--- src/rtl/avb_rr_arbiter.sv ---
// avb_rr_arbiter: two-master round-robin arbiter sharing one Avalon-MM slave, with read timeout
module avb_rr_arbiter #(
   parameter int          TIMEOUT      = 16,
   parameter logic [31:0] TIMEOUT_DATA = 32'hDEADBEEF
) (
   input  logic        clock,
   input  logic        reset,
   input  logic [31:0] m0_address,
   input  logic        m0_read,
   input  logic        m0_write,
   input  logic [31:0] m0_writedata,
   input  logic [3:0]  m0_byteenable,
   output logic        m0_waitrequest,
   output logic [31:0] m0_readdata,
   output logic        m0_readdatavalid,
   input  logic [31:0] m1_address,
   input  logic        m1_read,
   input  logic        m1_write,
   input  logic [31:0] m1_writedata,
   input  logic [3:0]  m1_byteenable,
   output logic        m1_waitrequest,
   output logic [31:0] m1_readdata,
   output logic        m1_readdatavalid,
   output logic [31:0] s_address,
   output logic        s_read,
   output logic        s_write,
   output logic [31:0] s_writedata,
   output logic [3:0]  s_byteenable,
   input  logic        s_waitrequest,
   input  logic [31:0] s_readdata,
   input  logic        s_readdatavalid,
   output logic [7:0]  timeout_count
);
   localparam logic [1:0] IDLE   = 2'd0;
   localparam logic [1:0] CMD    = 2'd1;
   localparam logic [1:0] RDWAIT = 2'd2;
   localparam logic [7:0] TIMER_LAST = 8'(TIMEOUT - 1);

   logic [1:0]  state;
   logic        grant;
   logic        last_grant;
   logic [7:0]  timer;
   logic        m0_req;
   logic        m1_req;
   logic        g_read;
   logic        g_write;
   logic        in_cmd;
   logic        accept;
   logic [31:0] g_address;
   logic [31:0] g_writedata;
   logic [3:0]  g_byteenable;
   logic [31:0] rsp_data;

   // forward the granted master's live command while in CMD, otherwise present an idle slave command
   always_comb begin
      m0_req         = m0_read | m0_write;
      m1_req         = m1_read | m1_write;
      g_read         = grant ? m1_read : m0_read;
      g_write        = grant ? m1_write : m0_write;
      g_address      = grant ? m1_address : m0_address;
      g_writedata    = grant ? m1_writedata : m0_writedata;
      g_byteenable   = grant ? m1_byteenable : m0_byteenable;
      in_cmd         = (state == CMD) && (g_read || g_write);
      accept         = in_cmd && !s_waitrequest;
      s_write        = in_cmd && g_write;
      s_read         = in_cmd && !g_write;
      s_address      = in_cmd ? g_address : '0;
      s_writedata    = in_cmd ? g_writedata : '0;
      s_byteenable   = in_cmd ? g_byteenable : '0;
      m0_waitrequest = !(accept && !grant);
      m1_waitrequest = !(accept && grant);
      rsp_data       = s_readdatavalid ? s_readdata : TIMEOUT_DATA;
   end

   // arbitration, transfer sequencing and read-response routing; slave data beats a same-cycle timeout
   always_ff @(posedge clock or posedge reset) begin
      if (reset) begin
         state            <= IDLE;
         grant            <= 1'b0;
         last_grant       <= 1'b1;
         timer            <= '0;
         timeout_count    <= '0;
         m0_readdata      <= '0;
         m1_readdata      <= '0;
         m0_readdatavalid <= 1'b0;
         m1_readdatavalid <= 1'b0;
      end else begin
         m0_readdatavalid <= 1'b0;
         m1_readdatavalid <= 1'b0;
         case (state)
            IDLE: if (m0_req || m1_req) begin
               grant <= (m0_req && m1_req) ? !last_grant : m1_req;
               state <= CMD;
            end
            CMD: if (!(g_read || g_write)) state <= IDLE;
            else if (!s_waitrequest) begin
               last_grant <= grant;
               state      <= g_write ? IDLE : RDWAIT;
               timer      <= '0;
            end
            RDWAIT: if (s_readdatavalid || timer == TIMER_LAST) begin
               if (grant) m1_readdata <= rsp_data;
               else m0_readdata <= rsp_data;
               m0_readdatavalid <= !grant;
               m1_readdatavalid <= grant;
               if (!s_readdatavalid && timeout_count != 8'hFF) timeout_count <= timeout_count + 8'd1;
               state <= IDLE;
            end else timer <= timer + 8'd1;
            default: state <= IDLE;
         endcase
      end
   end
endmodule
--- config.mk ---
export PLATFORM = sky130hd
export DESIGN_NAME = avb_rr_arbiter
export DESIGN_NICKNAME = d
export VERILOG_FILES = /design/src/rtl/avb_rr_arbiter.sv
export SDC_FILE = /design/constraint.sdc
export NUM_CORES = 1
export LEC_CHECK = 0
export ABC_AREA = 1
export CAP_MARGIN = 25
export CORE_ASPECT_RATIO = 0.6
export CORE_MARGIN = 8
export CORE_UTILIZATION = 30
export CTS_BUF_LIST = sky130_fd_sc_hd__clkbuf_4
export DETAILED_ROUTE_END_ITERATION = 12
export PLACE_DENSITY = 0.71
export SETUP_SLACK_MARGIN = 0.3
export SLEW_MARGIN = 20
export SYNTH_ARGS = -nofsm -noshare
export SYNTH_HDL_FRONTEND = slang
export SYNTH_SLANG_ARGS = --single-unit
--- constraint.sdc ---
create_clock -name clock -period 5.3 [get_ports clock]
set_clock_uncertainty 0.2 [all_clocks]
set_input_delay 1.325 -clock clock [delete_from_list [all_inputs] [get_ports clock]]
set_output_delay 1.325 -clock clock [all_outputs]
set_load 0.005 [all_outputs]
==> summary.txt <==
Post-synth EDFFs = 0
CP Launch Point = m1_write
H-tree depth = 3
M3 GR Usage = 0.0814
PostCTS Resize Cnt = 0
Grt met2 use = 0.330
Largest net degree at the start of global routing = 92
Crit path capture = s_writedata[24]
CTS tree = done
Clk buf depth = 2
Share of cells above drive strength 1 = 0.0646
Global-route wire length before repair = 35.4 mm
Combinational Power Share = 0.612
Mapped Nets = 892
Clk network pwr share = 0.097
First-iteration detailed-routing DRC count = 460
Status = finished clean
Grt total ovfl = 0
Slew @ Worst Pin = 0.739 ns
Die ar. = 0.0217 sq mm
Final Cycle Share = 0.919
CTS Root Cell = clkbuf_4
Pwr/cell area = 429 mW/mm^2
Syn Area/Cell = 7.21 sq um
Sequential-to-total area share from yosys stat = 0.418
GRT Util Overall = 0.208
R2r setup slk = 2.50 ns
Layout Cells excl Fill = 1,241
Synth unique cells = 29
Max-Cap Viols = 0
R2R cell count = 6
Yosys top cell area share = 0.413
DR pass1 iterations = 5
M1 GR Usage = 0.270
Post-CTS Hold Fix Bufs = 0
Fin crit period = 4.87 ns
Most frequent cell after synthesis = nand2_1
Worst min path class = reg -> reg
Int Pwr = 2.14 mW
Top post-synthesis cells by count = 330 x nand2_1, 85 x dfrtp_1, 70 x a21oi_1
Max Slew Vio Count = 0
Leak = 3.84 nW
Crit. End Element = output pin
TritonCTS buffer count = 9
Synth area leader = dfrtp_1
Port Buffers = 321
Initial antenna violation count = 1
Worst-skew pair later-pin latency = 0.44 ns
DR WL/cell = 18.7 um
Syn. warnings = 0
Relative slew margins = 0.506
DRT Wirelength = 23.3 mm
Worst-case vdd ir drop = 0.000222 V
Worst setup path category = in -> out
Gpl congestion = 0.930
CTS sink count = 86
Syn-to-layout area delta = 65.3%
CP Launch Type = primary input
Final Net Count = 1,179
Busiest grt layer = met2
Final instance area = 0.00851 sq mm
Initial Util = 0.303
Post-Syn Instances = 714
Worst EP required = 3.77 ns
Crit Reg-Reg Startpoint = state[0]$_DFFE_PP0P_
DP HPWL = 17.6 mm
Io pins = 322
Die width = 185 um
Top_reg_cell synth = dfrtp_1
Post-synthesis async set-or-reset flop share = 1.00
Mapped cell area = 0.00515 sq mm
Filler instances = 1,649
Placed insts = 1,224
RSZ-0062 raised after global routing = no
Crit Path Max Fanout = 62
Vias in the first global route = 5,704
Sw power = 1.51 mW
Clock transition at path regs = 0.12 ns
Reg power frac = 0.292
FF+latch count, synth = 86
Setup tns final = 0 ns
Fin util = 0.501
Via density = 4.73
Reg-to-Reg End = timer[5]$_DFFE_PP0P_
DRC errors left = 0
Achievable Freq = 205 MHz
Post-route ant nets = 0
Arr. time, crit path = 3.35 ns
Final hold vios = 0
Placed Area = 0.00839 sq mm
Postcts setup bufs = 0
Core box area = 0.0170 sq mm
Top post-synthesis cells by area = dfrtp_1 41%, nand2_1 24%, nand4_1 7.8%, a21oi_1 6.8%, or2_2 3.0%
Sw frac = 0.414
Die H = 117 um
FP Rows = 37
Final setup viols = 0
Vias = 5,876
[layout make-up]
cell class	count	area [sq um]	area share
multi-input combinational	552	2550	0.300
clock inverter	6	45.0	0.00529
tap	234	293	0.0344
sequential	86	2160	0.253
antenna	1	2.50	0.000294
clock buffer	10	75.1	0.00882
inverter	23	88.8	0.0104
timing repair buffer	329	3300	0.388
[state kept, by name, indices dropped and copies added (netlist names)]
signal,count
m0_readdata,32
m1_readdata,32
timeout_count,8
timer,8
state,2
grant,1
last_grant,1
m0_readdatavalid,1
m1_readdatavalid,1
[critical path: stages]
cell	delay, ns
clkdlybuf4s50_1	0.49
inv_1	0.04
nand2_1	0.04
o21ai_1	0.10
nand2_2	0.12
nand2_2	0.14
buf_12	0.22
a21oi_1	0.21
clkdlybuf4s50_1	0.61
[worst min-delay path by stage]
stage	from	endpoint	slack, ns	depth (start not counted)
6_report	m0_readdata[30]$_DFFE_PP0P_	m0_readdata[30]$_DFFE_PP0P_	0.29	2
5_1_grt	m0_readdata[19]$_DFFE_PP0P_	m0_readdata[19]$_DFFE_PP0P_	0.31	2
4_1_cts	m0_readdata[30]$_DFFE_PP0P_	m0_readdata[30]$_DFFE_PP0P_	0.29	2
3_5_place_dp	m1_readdata[5]$_DFFE_PP0P_	m1_readdata[5]$_DFFE_PP0P_	0.26	2
3_3_place_gp	m0_readdata[0]$_DFFE_PP0P_	m0_readdata[0]$_DFFE_PP0P_	0.25	2
2_1_floorplan	m0_readdata[10]$_DFFE_PP0P_	m0_readdata[10]$_DFFE_PP0P_	0.26	2
[per-layer routing]
layer	share of wire	wire length [um]	vias up
met4	0.0097	225	0
li1	-	-	2896
met1	0.43	10100	2756
met3	0.090	2090	15
met5	0	0	-
met2	0.47	10800	209
[power groups by stage]
stage          combinational (mW)  clock [mW]  sequential, mW
6_report                     2.23       0.354            1.07
5_1_grt                      2.41       0.402            1.10
4_1_cts                      2.27       0.370            1.07
3_5_place_dp                 2.26           0            1.07
3_3_place_gp                 2.24           0            1.07
2_1_floorplan               0.919           0            1.06
[cell usage in the layout (no fill, tap or decap), types with 3 or more instances in the layout]
master	Yosys	final
a21oi_1	70	70
buf_4	3	6
clkbuf_4	0	10
clkdlybuf4s50_1	0	321
dfrtp_1	85	84
inv_1	22	20
nand2_1	330	330
nand2_2	4	4
nand3_1	15	15
nand3b_1	4	4
nand4_1	64	64
nor2_1	18	18
o21ai_0	3	3
or2_2	25	25
xor2_1	6	6
[metrics by stage]
stage          power (mW)  setup slack, ns  hold slack (ns)
6_report             3.65            0.427            0.286
3_3_place_gp         3.31            0.437            0.254
2_1_floorplan        1.97             1.55            0.265
5_1_grt              3.91            0.352            0.307
4_1_cts              3.71            0.448            0.292
3_5_place_dp         3.34            0.454            0.259
[cell families (layout without fill, tap and decap cells)]
kind of cell / count (synthesis) / count (layout) / synth area share
simple gates: 468 / 468 / 0.405
flops: 86 / 86 / 0.418
buf+inv: 76 / 368 / 0.0863
compound gates: 75 / 75 / 0.0736
xor+xnor: 7 / 7 / 0.0119
fa+ha+maj: 2 / 2 / 0.00486
other cells: 0 / 1 / 0
Power figures use the tool's default switching activity.
